[src/rtl/settings_pkg.sv]
// Shared constants, types and geometry helpers for the settings-menu controller.
package settings_pkg;

    localparam logic [15:0] BLACK = 16'h0000;
    localparam logic [15:0] WHITE = 16'hFFFF;
    localparam logic [15:0] GREEN = 16'h07E0;

    localparam logic [6:0] BAND_X_LO  = 7'd20;
    localparam logic [6:0] BAND_X_HI  = 7'd69;
    localparam logic [5:0] BAND1_Y_LO = 6'd34;
    localparam logic [5:0] BAND1_Y_HI = 6'd40;
    localparam logic [5:0] BAND2_Y_LO = 6'd43;
    localparam logic [5:0] BAND2_Y_HI = 6'd49;

    localparam logic [6:0] MARK_X_LO  = 7'd16;
    localparam logic [6:0] MARK_X_HI  = 7'd18;
    localparam logic [5:0] MARK1_Y_LO = 6'd36;
    localparam logic [5:0] MARK1_Y_HI = 6'd38;
    localparam logic [5:0] MARK2_Y_LO = 6'd45;
    localparam logic [5:0] MARK2_Y_HI = 6'd47;

    localparam logic [1:0] MODE_NONE = 2'd0;
    localparam logic [1:0] MODE_1    = 2'd1;
    localparam logic [1:0] MODE_2    = 2'd2;

    typedef logic [0:0] state_t;
    localparam state_t ST_BROWSE  = 1'b0;
    localparam state_t ST_CONFIRM = 1'b1;

    function automatic logic in_band(input logic [6:0] px, input logic [5:0] py,
                                     input logic cur);
        logic y_ok;
        if (cur) begin
            y_ok = (py >= BAND2_Y_LO) && (py <= BAND2_Y_HI);
        end else begin
            y_ok = (py >= BAND1_Y_LO) && (py <= BAND1_Y_HI);
        end
        return y_ok && (px >= BAND_X_LO) && (px <= BAND_X_HI);
    endfunction

    function automatic logic in_marker(input logic [6:0] px, input logic [5:0] py,
                                       input logic [1:0] m);
        logic y_ok;
        case (m)
            MODE_1:  y_ok = (py >= MARK1_Y_LO) && (py <= MARK1_Y_HI);
            MODE_2:  y_ok = (py >= MARK2_Y_LO) && (py <= MARK2_Y_HI);
            default: y_ok = 1'b0;
        endcase
        return y_ok && (px >= MARK_X_LO) && (px <= MARK_X_HI);
    endfunction

endpackage

[src/rtl/settings_menu_ctrl_if.sv]
// Pixel bus between the OLED driver/renderer pair and the settings-menu controller.
interface settings_menu_ctrl_if;
    logic [12:0] pixel_index;
    logic [15:0] settings_data;
    logic [6:0]  x;
    logic [5:0]  y;
    logic [15:0] oled_data;

    modport master (output pixel_index, output settings_data,
                    input x, input y, input oled_data);
    modport slave  (input pixel_index, input settings_data,
                    output x, output y, output oled_data);
endinterface

[src/rtl/settings_btn_edge.sv]
// Two-flop synchroniser plus rising-edge detector for one raw push button.
module settings_btn_edge (
    input  logic clk,
    input  logic rst_n,
    input  logic btn,
    output logic level,
    output logic rise
);
    logic sync1_r;
    logic sync2_r;
    logic prev_r;

    // Synchronise the asynchronous level and keep one cycle of history.
    always_ff @(posedge clk or negedge rst_n) begin
        if (!rst_n) begin
            sync1_r <= 1'b0;
            sync2_r <= 1'b0;
            prev_r  <= 1'b0;
        end else begin
            sync1_r <= btn;
            sync2_r <= sync1_r;
            prev_r  <= sync2_r;
        end
    end

    assign level = sync2_r;
    assign rise  = sync2_r & ~prev_r;
endmodule

[src/rtl/settings_menu_ctrl.sv]
// Settings-menu control: button FSM, pixel index to x/y, cursor highlight and mode marker.
// Optional highlight blinking is enabled by defining SETTINGS_BLINK_EN.
module settings_menu_ctrl
    import settings_pkg::*;
#(
    parameter int WIDTH      = 96,
    parameter int HEIGHT     = 64,
    parameter int BLINK_BITS = 24
) (
    input  logic               clk,
    input  logic               rst_n,
    input  logic               btn_up,
    input  logic               btn_down,
    input  logic               btn_centre,
    settings_menu_ctrl_if.slave pix,
    output logic               cursor,
    output logic [1:0]         mode,
    output logic               mode_valid
);
    logic up_rise_s, down_rise_s, centre_rise_s;
    logic up_lvl_s, down_lvl_s, centre_lvl_s;
    logic hl_en_s;
    logic [6:0]  x_s;
    logic [5:0]  y_s;
    logic        oob_s;
    logic [15:0] pix_s;

    state_t      state_r;
    logic        cursor_r;
    logic [1:0]  mode_r;
    logic        mode_valid_r;
    logic [6:0]  x_r;
    logic [5:0]  y_r;
    logic        oob_r;
    logic [15:0] oled_r;

    settings_btn_edge u_up     (.clk(clk), .rst_n(rst_n), .btn(btn_up),
                                .level(up_lvl_s), .rise(up_rise_s));
    settings_btn_edge u_down   (.clk(clk), .rst_n(rst_n), .btn(btn_down),
                                .level(down_lvl_s), .rise(down_rise_s));
    settings_btn_edge u_centre (.clk(clk), .rst_n(rst_n), .btn(btn_centre),
                                .level(centre_lvl_s), .rise(centre_rise_s));

`ifdef SETTINGS_BLINK_EN
    logic [BLINK_BITS-1:0] blink_cnt_r;

    // Free-running blink timer; its MSB gates the highlight.
    always_ff @(posedge clk or negedge rst_n) begin
        if (!rst_n) begin
            blink_cnt_r <= {BLINK_BITS{1'b0}};
        end else begin
            blink_cnt_r <= blink_cnt_r + {{(BLINK_BITS-1){1'b0}}, 1'b1};
        end
    end

    assign hl_en_s = blink_cnt_r[BLINK_BITS-1];
`else
    assign hl_en_s = 1'b1;
`endif

    // Menu FSM: cursor moves in BROWSE; releasing centre in CONFIRM commits the mode.
    always_ff @(posedge clk or negedge rst_n) begin
        if (!rst_n) begin
            state_r      <= ST_BROWSE;
            cursor_r     <= 1'b0;
            mode_r       <= MODE_NONE;
            mode_valid_r <= 1'b0;
        end else begin
            mode_valid_r <= 1'b0;
            case (state_r)
                ST_BROWSE: begin
                    if (centre_rise_s) begin
                        state_r <= ST_CONFIRM;
                    end else if (up_rise_s && !down_rise_s) begin
                        cursor_r <= 1'b0;
                    end else if (down_rise_s && !up_rise_s) begin
                        cursor_r <= 1'b1;
                    end else begin
                        cursor_r <= cursor_r;
                    end
                end
                ST_CONFIRM: begin
                    if (!centre_lvl_s) begin
                        mode_r       <= {1'b0, cursor_r} + 2'd1;
                        mode_valid_r <= 1'b1;
                        state_r      <= ST_BROWSE;
                    end else begin
                        state_r <= ST_CONFIRM;
                    end
                end
                default: state_r <= ST_BROWSE;
            endcase
        end
    end

    // Stage 1 address decode; out-of-range indices are flagged rather than clamped.
    always_comb begin
        x_s   = 7'(pix.pixel_index % 13'(WIDTH));
        y_s   = 6'(pix.pixel_index / 13'(WIDTH));
        oob_s = (pix.pixel_index >= 13'(WIDTH * HEIGHT));
    end

    // Stage 2 colour select: blanking beats highlight beats marker.
    always_comb begin
        pix_s = pix.settings_data;
        if (oob_r) begin
            pix_s = BLACK;
        end else if (hl_en_s && in_band(x_r, y_r, cursor_r)) begin
            pix_s = ~pix.settings_data;
        end else if (in_marker(x_r, y_r, mode_r)) begin
            pix_s = GREEN;
        end else begin
            pix_s = pix.settings_data;
        end
    end

    // Pixel pipeline registers.
    always_ff @(posedge clk or negedge rst_n) begin
        if (!rst_n) begin
            x_r    <= 7'd0;
            y_r    <= 6'd0;
            oob_r  <= 1'b0;
            oled_r <= 16'h0000;
        end else begin
            x_r    <= x_s;
            y_r    <= y_s;
            oob_r  <= oob_s;
            oled_r <= pix_s;
        end
    end

    assign pix.x         = x_r;
    assign pix.y         = y_r;
    assign pix.oled_data = oled_r;
    assign cursor        = cursor_r;
    assign mode          = mode_r;
    assign mode_valid    = mode_valid_r;

    // Up/down levels are only consumed as edges.
    logic unused_s;
    assign unused_s = up_lvl_s ^ down_lvl_s;
endmodule

[src/flat_wrapper.sv]
// flat-port wrapper written by rule: the top's interface ports become plain ports
module settings_menu_ctrl_flat import settings_pkg::*;
#(
    parameter int WIDTH      = 96,
    parameter int HEIGHT     = 64,
    parameter int BLINK_BITS = 24
)
  (clk, rst_n, btn_up, btn_down, btn_centre, cursor, mode, mode_valid, pix_pixel_index, pix_settings_data, pix_x, pix_y, pix_oled_data);
  settings_menu_ctrl_if pix_i ();
  input  logic clk;
  input  logic rst_n;
  input  logic btn_up;
  input  logic btn_down;
  input  logic btn_centre;
  output logic cursor;
  output logic [1:0] mode;
  output logic mode_valid;
  input wire logic [$bits(pix_i.pixel_index)-1:0] pix_pixel_index;
  input wire logic [$bits(pix_i.settings_data)-1:0] pix_settings_data;
  output wire logic [$bits(pix_i.x)-1:0] pix_x;
  output wire logic [$bits(pix_i.y)-1:0] pix_y;
  output wire logic [$bits(pix_i.oled_data)-1:0] pix_oled_data;
  assign pix_i.pixel_index = pix_pixel_index;
  assign pix_i.settings_data = pix_settings_data;
  assign pix_x = pix_i.x;
  assign pix_y = pix_i.y;
  assign pix_oled_data = pix_i.oled_data;
  settings_menu_ctrl #(.WIDTH(WIDTH), .HEIGHT(HEIGHT), .BLINK_BITS(BLINK_BITS)) u_core (.clk(clk), .rst_n(rst_n), .btn_up(btn_up), .btn_down(btn_down), .btn_centre(btn_centre), .pix(pix_i), .cursor(cursor), .mode(mode), .mode_valid(mode_valid));
endmodule
[config.mk]
export PLATFORM = sky130hd
export DESIGN_NAME = settings_menu_ctrl_flat
export DESIGN_NICKNAME = d
export VERILOG_FILES = /design/src/rtl/settings_pkg.sv /design/src/rtl/settings_menu_ctrl_if.sv /design/src/rtl/settings_btn_edge.sv /design/src/rtl/settings_menu_ctrl.sv /design/src/flat_wrapper.sv
export SDC_FILE = /design/constraint.sdc
export NUM_CORES = 1
export LEC_CHECK = 0
export ABC_CLOCK_PERIOD_IN_PS = 2400
export BUFFER_PORTS_ARGS = -buffer_cell sky130_fd_sc_hd__buf_2
export CAP_MARGIN = 20
export CORE_ASPECT_RATIO = 2
export CORE_UTILIZATION = 50
export DETAILED_ROUTE_END_ITERATION = 12
export HOLD_SLACK_MARGIN = 0.08
export PLACE_DENSITY = 0.75
export SETUP_SLACK_MARGIN = 0.5
export SLEW_MARGIN = 30
export SYNTH_ARGS = -nofsm -noshare
export SYNTH_HDL_FRONTEND = slang
export SYNTH_SLANG_ARGS = --single-unit
[constraint.sdc]
create_clock -name clk -period 2.4 [get_ports clk]
set_input_delay 0.24 -clock clk [delete_from_list [all_inputs] [get_ports clk]]
set_output_delay 0.24 -clock clk [all_outputs]
set_load 0.02 [all_outputs]
======== Yosys cells after proc, flatten, opt, wreduce, memory -nomap -nowiden ========
Cells that the tools add are included.
storage, ports and cells
  flip-flop bits (word level) ............. 44
  input port bits ......................... 34
  logic and storage cells ................. 75
  output and inout bits ................... 33
operators by class
  reduce and logical (&&, ||, !) cells .... 15
  multiplexer cells ....................... 15
  magnitude comparators ................... 13
  bitwise gates (word level) .............. 10
  div/mod/pow operators ................... 2
  equal/unequal tests ..................... 2
  $add $sub $neg .......................... 1
operators by type and width
  kind                                                                                  count
  16-bit two-way mux                                                                    3
  6-bit greater-or-equal comparator (second input constant)                             4
  6-bit less-or-equal comparator (second input constant)                                4
  16-bit inverter                                                                       1
  7-bit by 5-bit greater-or-equal comparator with 1-bit output (second input constant)  2
  13-bit by 7-bit divider with 13-bit output (second input constant)                    1
  13-bit greater-or-equal comparator (second input constant)                            1
  13-bit by 7-bit modulo with 13-bit output (second input constant)                     1
  1-bit logical AND                                                                     10
  1-bit two-way mux                                                                     10
  7-bit by 5-bit less-or-equal comparator with 1-bit output (second input constant)     1
  7-bit less-or-equal comparator (second input constant)                                1
  1-bit inverter                                                                        6
  1-bit case mux with 2 select lines                                                    2
  1-bit bitwise AND                                                                     3
  3-bit AND reduction                                                                   1
  1-bit by 1-bit adder with 2-bit output (second input constant)                        1
  2-bit by 1-bit == test with 1-bit output (second input constant)                      1
  2-bit == test (second input constant)                                                 1
  1-bit logical NOT                                                                     2
  2-bit AND reduction                                                                   1
  2-bit nonzero test                                                                    1

======== Longest topological paths before layout ========
Gate-level depths: netlist (run 1).
  depth in word-level cells ............... 13
  depth in mapped cells ................... 8
  gate-level depth less buffers ........... 8

======== Hierarchy ========
A second synthesis (run 1) with hierarchy kept.
second synthesis, totals
  cell total of the unflattened synthesis .. 238
  area total of the unflattened synthesis .. 2437.3 µm²
by module, submodules not included
  module              instances  area an instance (µm²)  cells an instance  seq. area each (µm²)
  settings_menu_ctrl  1          2170.8                  226                875.8
  settings_btn_edge   3          88.8                    4                  75.1

======== Worst setup path before layout (run 1) ========
No wires, ideal clock.
  kind .................................... reg-to-reg
  from .................................... register u_core.y_r[2], in the netlist u_core.pix.y[2]
  to ...................................... register u_core.oled_r[0], in the netlist u_core.pix.oled_data[0]
  path buffers ............................ 1
  clock period less this slack ............ 1.943 ns
  arrival time ............................ 1.876 ns
  setup time .............................. 0.067 ns
  stages on the path, launching flop included .. 8
  data required time ...................... 2.333 ns
  setup slack ............................. 0.457 ns
  path through ............................ dfrtp_1 -> nor3_1 -> nor2_1 -> a2111oi_0 -> o311a_1 -> nor2b_1 -> clkbuf_1 -> mux2_2
on the way
  word-level cells in the longest chain between the ends .. 10
  elaborated cells on any way between the ends .. 24
  classes of those cells .................. order compare (8); mux (8); reduce/logical (8)
ends and longest elaborated chain
  what                                                             RTL line                                text
  start: declaration                                               settings_menu_ctrl.sv:33                logic [5:0] y_r;
  start signal: assignment                                         settings_menu_ctrl.sv:126               y_r <= y_s;
  6-bit greater-or-equal comparator, or another cell as far along  settings_pkg.sv:46                      MODE_2: y_ok = (py >= MARK2_Y_LO) && (py <= MARK2_Y_HI);
  1-bit logical AND, on equally long branches                      settings_pkg.sv:46, settings_pkg.sv:45
  1-bit case mux with 2 select lines                               settings_pkg.sv:44                      case (m)
  1-bit two-way mux                                                settings_menu_ctrl.sv:108               end else if (hl_en_s && in_band(x_r, y_r, cursor_r)) begin
  1-bit two-way mux                                                settings_menu_ctrl.sv:106               if (oob_r) begin
  1-bit logical AND (2 in series)                                  settings_pkg.sv:49                      return y_ok && (px >= MARK_X_LO) && (px <= MARK_X_HI);
  16-bit two-way mux                                               settings_menu_ctrl.sv:110               end else if (in_marker(x_r, y_r, mode_r)) begin
  16-bit two-way mux (*)                                           settings_menu_ctrl.sv:108
  16-bit two-way mux (*)                                           settings_menu_ctrl.sv:106
  via u_core.pix_s[0]                                              settings_menu_ctrl.sv:26                logic [15:0] pix_s;
  end signal: assignment                                           settings_menu_ctrl.sv:128               oled_r <= pix_s;
  end: declaration                                                 settings_menu_ctrl.sv:35                logic [15:0] oled_r;
The timed path passes the listed nets; every way through them passes the cells marked *. The select of a mux whose other input is x is not followed.
A chain may end at the register's enable or synchronous reset.

======== Final worst setup path (run 1) ========
  from .................................... register u_core.y_r[2], in the netlist u_core.pix.y[2]
  to ...................................... register u_core.oled_r[6], in the netlist u_core.pix.oled_data[6]
The elaborated chain is that of the path after synthesis.

==> flow_summary.ini, run 1 <==
[timing]
setup_viol = 0
max-slew-margin-rel_pct = 65.3
period_minus_slack_ps = 1980
grt_setup_unrepaired = yes
finalCritPeriodShare_pct = 82.5
finalClockSkew_ps = 9.86
setup_tns_ps = 0
fmax_mhz = 505
tightest_slew_ps = 520
maxSlewViolCount = 0
hold_viol = 0

[critical_path]
rrSetupSlack_ps = 420
cp_max_fo = 12
arrival_ps = 2170
reg2reg_from = u_core.pix.y[2]
start_kind = register
worstPathRequired_ps = 2590
reg2reg_to = u_core.pix.oled_data[6]
r2r_cells = 7
critPathCaptureType = register
path_class = reg -> reg

[floorplanning]
io_pins = 67
core_um2 = 4170
die_width_um = 49.0
die_y_um = 96.0
die-area_um2 = 4700
rows = 33
start_util_pct = 52.9

[cells_and_area]
nets = 328
syn2layout_area_growth_pct = 33.1
diodes = 0
fin_cells = 344
drive_gt1_share_pct = 40.4

[detailed_routing]
viasPerCell = 5.67
drc_errors = 0
drt_iter0_markers = 33
wire_per_inst_um = 15.7
vias = 1952
antenna_left = 0
wl_um = 5410
dr.pass1.iters = 4

[synthesis]
yosys-top-cells-area = dfrtp_1 50%, mux2_2 6.1%, nor3_1 2.7%, a211oi_1 2.7%, nand2_1 2.4%
ys_async_sr_fraction_pct = 100
yosysSeqAreaShare_pct = 49.9
synth-edff-count = 0
ys.flop_type = dfrtp_1
synth.distinct_cells = 48
yosysTopAreaCell = dfrtp_1
synth_nets = 249
syn-cell-area_um2 = 2210
yosys_register_bits = 44
syn_area_per_cell_um2 = 10.4
synthTopCellsByCount = 44 x dfrtp_1, 14 x nand2_1, 12 x mux2_2, 12 x nor3_1, 11 x nor2_1
syn_inst = 212
synth_top_area_share_pct = 49.9
yosysWarnings = 0
yosysMostFrequentCell = dfrtp_1

[power_and_ir_drop]
power.total_mw = 1.88
ir_drop_uv = 400
p_leak_nw = 1.35
power_density_nw_per_um2 = 639

[clocking]
clkLatencyLatePin_ps = 300
clockBufferDepth = 2
cts-root-buf = clkbuf_8
cts_tree = built
cts_buffers = 5
clkSlewWorstSetupHoldPaths_ps = 90
htreeDepth = 2
cts.sinks = 44

[global_routing]
grt_pass1_wl_um = 8000
grt_pass1_vias = 1814
grt_use_total_pct = 22.3
antenna_found_initial = 0
gr-total-overflow = 0
grt_max_degree = 45

[min_path]
hold_start = pix_settings_data[10]
hold_end = u_core.pix.oled_data[10]
min_path_cells = 2
hold_class = in -> reg

[job]
cap_violations = 0

[placed_design]
dpl.cell_count = 318
hpwl_um = 3440
port_buffers = 66
place_congestion = 0.820

[run_status]
status = complete, no violations
-- worst max-delay path, stage by stage (launching register included) --
cell       delay [ps]
dfrtp_1           390
buf_4             160
a21oi_2            50
a2111oi_2         420
o311a_1           300
buf_6             180
nor3_1             90
a211oi_1          280
-- final cells by class --
type / count / area, um^2
fillers: 333 / 1230
well taps: 52 / 65.1
multi-input cells: 145 / 1120
clock inverters: 3 / 23.8
inverters: 7 / 26.3
flip-flops and latches: 44 / 1100
clock buffers: 5 / 68.8
repair buffers: 88 / 531
-- layout by cell type (no fill, tap or decap), drive strengths merged, types with 2 or more instances in the layout --
cell and count:
xnor2 2, ha 3, or3 2, inv 7
a31oi 4, nor2b 7, mux2 12, nor3 12
nand2b 4, a2111o 3, dfrtp 44, and3b 2
a21oi 8, nand2 14, clkinvlp 2, dlygate4sd3 9
mux2i 3, nor4 4, clkbuf 7, o22ai 2
o21ai 8, a2111oi 3, nor3b 4, o221ai 3
buf 77, o211ai 3, a211oi 8, xor2 3
nor2 11, o21a 3
-- state kept, by name (all words and copies together) (netlist names) --
| register | flops |
|---|---|
| u_core.oob_r | 1 |
| u_core.state_r | 1 |
| u_core.u_up.level | 1 |
| u_core.u_centre.sync1_r | 1 |
| u_core.cursor | 1 |
| u_core.pix.oled_data | 16 |
| u_core.u_down.sync1_r | 1 |
| u_core.mode_valid | 1 |
| u_core.u_up.sync1_r | 1 |
| u_core.pix.y | 6 |
| u_core.u_down.prev_r | 1 |
| u_core.pix.x | 7 |
| u_core.u_centre.level | 1 |
| u_core.u_up.prev_r | 1 |
| u_core.u_down.level | 1 |
| u_core.u_centre.prev_r | 1 |
| u_core.mode | 2 |
-- layer usage --
layer | share of wire [%] | wire length (um) | track usage [%]
met5 | 0 | 0 | 0
met4 | 2.5 | 136 | 12.0
met3 | 3.9 | 212 | 2.69
met2 | 57 | 3060 | 42.0
met1 | 37 | 2000 | 23.7
-- how the worst max path moves through the flow --
| stage | start | cells past startpoint | to |
|---|---|---|---|
| after global routing | u_core.pix.y[2] | 7 | u_core.pix.oled_data[6] |
| final | u_core.pix.y[2] | 7 | u_core.pix.oled_data[6] |
| after detailed placement | pix_pixel_index[12] | 7 | u_core.pix.y[0] |
| after CTS | u_core.mode[0] | 8 | u_core.pix.oled_data[15] |
| after global placement | u_core.pix.y[0] | 5 | u_core.pix.oled_data[4] |
| after floorplan | u_core.pix.y[0] | 5 | u_core.pix.oled_data[0] |
-- power breakdown --
group	internal, mW	switching, mW
clock	0.206	0.249
combinational	0.236	0.315
sequential	0.815	0.0565
-- timing repair --
item | in CTS | in global routing
pin swaps | 2 | 7
setup endpoints to repair | 16 | 20
hold buffers | 8 | 1
buffers inserted | 4 | 3
gates cloned | 0 | 2
gates resized for setup | 4 | 26
endpoints found under the hold margin | 8 | 44
-- cell families (layout without fill, tap and decap cells) --
group / Yosys count / count (layout) / synth area share, %
and+or+nand+nor: 67 / 67 / 16.3
buffers and inverters: 24 / 103 / 4.93
muxes: 15 / 15 / 7.48
DFF: 44 / 44 / 49.9
adders and majority gates: 3 / 3 / 1.70
xor gates and xnor gates: 5 / 5 / 1.98
AOI/OAI and AO/OA: 54 / 55 / 17.7
-- through the flow --
step,hold WS [ps],util (%),setup slack [ps],cell area (um^2)
6_report,130,70.4,419,2940
3_5_place_dp,336,61.5,215,2560
5_1_grt,120,70.4,285,2940
3_3_place_gp,334,61.5,245,2560
2_1_floorplan,-55.6,-,496,2210
4_1_cts,86.8,66.8,510,2790
No activity file was read; power rests on OpenSTA's default activity.
==> run 2, diff against run 1 <==
--- a/config.mk
+++ b/config.mk
@@ -5,14 +5,15 @@
 export SDC_FILE = /design/constraint.sdc
 export NUM_CORES = 1
 export LEC_CHECK = 0
-export ABC_CLOCK_PERIOD_IN_PS = 2400
+export ABC_AREA = 1
+export ABC_CLOCK_PERIOD_IN_PS = 1600
 export BUFFER_PORTS_ARGS = -buffer_cell sky130_fd_sc_hd__buf_2
 export CAP_MARGIN = 20
 export CORE_ASPECT_RATIO = 2
-export CORE_UTILIZATION = 50
+export CORE_UTILIZATION = 45
 export DETAILED_ROUTE_END_ITERATION = 12
 export HOLD_SLACK_MARGIN = 0.08
-export PLACE_DENSITY = 0.75
+export PLACE_DENSITY = 0.73
 export SETUP_SLACK_MARGIN = 0.5
 export SLEW_MARGIN = 30
 export SYNTH_ARGS = -nofsm -noshare
==> constraint.sdc (replaced) <==
create_clock -name clk -period 1.6 [get_ports clk]
set_input_delay 0.16 -clock clk [delete_from_list [all_inputs] [get_ports clk]]
set_output_delay 0.16 -clock clk [all_outputs]
set_load 0.02 [all_outputs]
==> run 2 against run 1 <==
Effect of this change:
- the flow now finishes with violations (setup timing)
- non-clock buffer count grew 26
- flip-flop and latch count unchanged
- utilization is 9.3 points higher
- clock power up 56%
- synthesized area decreased by 10%
- maximum frequency increased by 18%
==> flow_summary.ini, run 2 <==
[detailed_routing]
antenna_left = 0
viasPerCell = 4.90
drt_iter0_markers = 16
drc_errors = 0
wire_per_inst_um = 14.2
dr.pass1.iters = 4
vias = 1882
wl_um = 5440

[global_routing]
grt_pass1_vias = 1984
grt_use_total_pct = 24.0
antenna_found_initial = 0
grt_max_degree = 28
gr-total-overflow = 0
grt_pass1_wl_um = 8340

[power_and_ir_drop]
p_leak_nw = 1.71
power_density_nw_per_um2 = 947
ir_drop_uv = 723
power.total_mw = 3.15

[floorplanning]
die_width_um = 48.9
start_util_pct = 47.5
die-area_um2 = 4680
core_um2 = 4170
rows = 33
die_y_um = 95.8
io_pins = 67

[cells_and_area]
final-seq-area_um2 = 1110
fill_cells = 270
diodes = 0
nets = 368
drive_gt1_share_pct = 53.9
fin_cells = 384
multi_input_area_um2 = 955
largest_reg_flops = 16
final_cell_mix = 52 x buf_2, 35 x dfrtp_1, 33 x inv_1, 25 x buf_6, 19 x dlygate4sd3_1
syn2layout_area_growth_pct = 68.0
layout_commonest_cell = buf_2
final_area_um2 = 3330

[clocking]
htreeDepth = 2
clkSlewWorstSetupHoldPaths_ps = 80
cts-root-buf = clkbuf_8
cts_buffers = 5
cts_tree = built
cts.sinks = 44
clockBufferDepth = 2
clkLatencyLatePin_ps = 300

[critical_path]
worstPathRequired_ps = 1820
path_class = reg -> reg
slowest_stage = dfrtp_2
cp_cell_sequence = inv_4, nor2_4, a211oi_2, nand2_1, o21ai_2, o2111ai_4, buf_6, a21oi_1, a21boi_1
cp_max_fo = 8
critPathCaptureType = register
cpPeakStageDelay_ps = 430
start_kind = register
arrival_ps = 1890

[synthesis]
yosysSeqAreaShare_pct = 55.6
yosys-top-cells-area = dfrtp_1 56%, inv_1 7.6%, nor2_1 4.7%, nand2_1 4.6%, nand2_2 3.8%
yosysMostFrequentCell = dfrtp_1
synth_top_area_share_pct = 55.6
syn_area_per_cell_um2 = 9.16
ys_async_sr_fraction_pct = 100
ys.flop_type = dfrtp_1
yosysTopAreaCell = dfrtp_1
yosys_register_bits = 44
synth.distinct_cells = 27
synth-edff-count = 0
synthTopCellsByCount = 44 x dfrtp_1, 40 x inv_1, 25 x nor2_1
syn_inst = 216
yosysWarnings = 0
synth_nets = 253
syn-cell-area_um2 = 1980

[timing]
maxSlewViolCount = 0
fmax_mhz = 598
hold_viol = 0
setup_viol = 16
finalCritPeriodShare_pct = 105
grt_setup_unrepaired = yes
finalClockSkew_ps = 5.36
hold_ws_ps = 128
max-slew-margin-rel_pct = 65.3
period_minus_slack_ps = 1670
tightest_slew_ps = 521
fin_ws_ps = -72.7

[run_status]
violations = setup timing
status = finished, violations left

[min_path]
hold_class = in -> reg

[placed_design]
postPlaceCellArea_um2 = 2570
hpwl_um = 3470
place_ws_ps = -235
dpl.cell_count = 346
port_buffers = 66
place_congestion = 0.818

[job]
cap_violations = 0
==> run 2: cell types whose count changed after synthesis, moves of 10 or more <==
| cell | change |
|---|---|
| mux2_2 | -12 |
| nand2_2 | +12 |
| inv_1 | +33 |
| nor2_1 | +14 |
| nand2_1 | +10 |
==> run 2: worst paths after layout <==
path / from / endpoint / slack, ps / cells past startpoint
hold / removal: pix_pixel_index[12] / u_core.pix.y[5] / 130 / 3
setup reg to reg: u_core.cursor / u_core.pix.oled_data[13] / -70 / 9
max in group asynchronous: rst_n / u_core.pix.y[4] / 780 / 3
setup / recovery: u_core.cursor / u_core.pix.oled_data[13] / -70 / 9
hold reg to reg: u_core.u_centre.sync1_r / u_core.u_centre.level / 350 / 0
min in group asynchronous: rst_n / u_core.pix.x[2] / 330 / 2
==> run 2: layout make-up <==
class	count	area share [%]
timing repair buffer	114	27.6
clock inverter	2	0.301
clock buffer	6	2.48
inverter	42	5.53
tap	52	1.96
sequential	44	33.4
multi-input combinational	124	28.7
==> run 2: per-layer routing <==
metal | track usage, % | share of wire, % | vias to the layer above
li1 | - | - | 912
met1 | 20.6 | 33 | 904
met2 | 49.2 | 61 | 54
met3 | 4.58 | 3.6 | 12
met4 | 13.7 | 2.8 | 0
met5 | 0 | 0 | -
==> run 2: worst max-delay path, delay by kind of cell (launching register included) <==
kind	cells	cell delay (ps)
AO/OA/AOI/OAI	5	780
buffers and inverters	2	270
flip-flops	1	430
AND/OR/NAND/NOR	2	130
==> run 2: report_power, final <==
part | total (mW) | switching (mW) | internal (mW)
clock network | 0.708 | 0.363 | 0.344
registers | 1.32 | 0.0920 | 1.23
logic | 1.12 | 0.587 | 0.531
total | 3.15 | 1.04 | 2.11
==> run 2: logic make-up after synthesis <==
group                      share of synthesized area, %
and+or+nand+nor                                    19.5
adders and majority gates                          1.90
AOI/OAI and AO/OA                                  13.9
DFF                                                55.6
buffers and inverters                              9.10
==> run 2: what timing repair did <==
item	4_1_cts	5_1_grt
resized for setup	73	37
hold buffers	19	0
pin swaps	10	14
endpoints found under the setup margin	30	36
buffers inserted	5	5
cloned	1	0
endpoints found under the hold margin	35	0
==> run 2: through the flow <==
stage	utilization, %	TNS, ps
2_1_floorplan	-	-1270
3_3_place_gp	61.7	-949
3_5_place_dp	61.7	-1470
4_1_cts	75.5	-1090
5_1_grt	79.7	-2320
6_report	79.7	-764
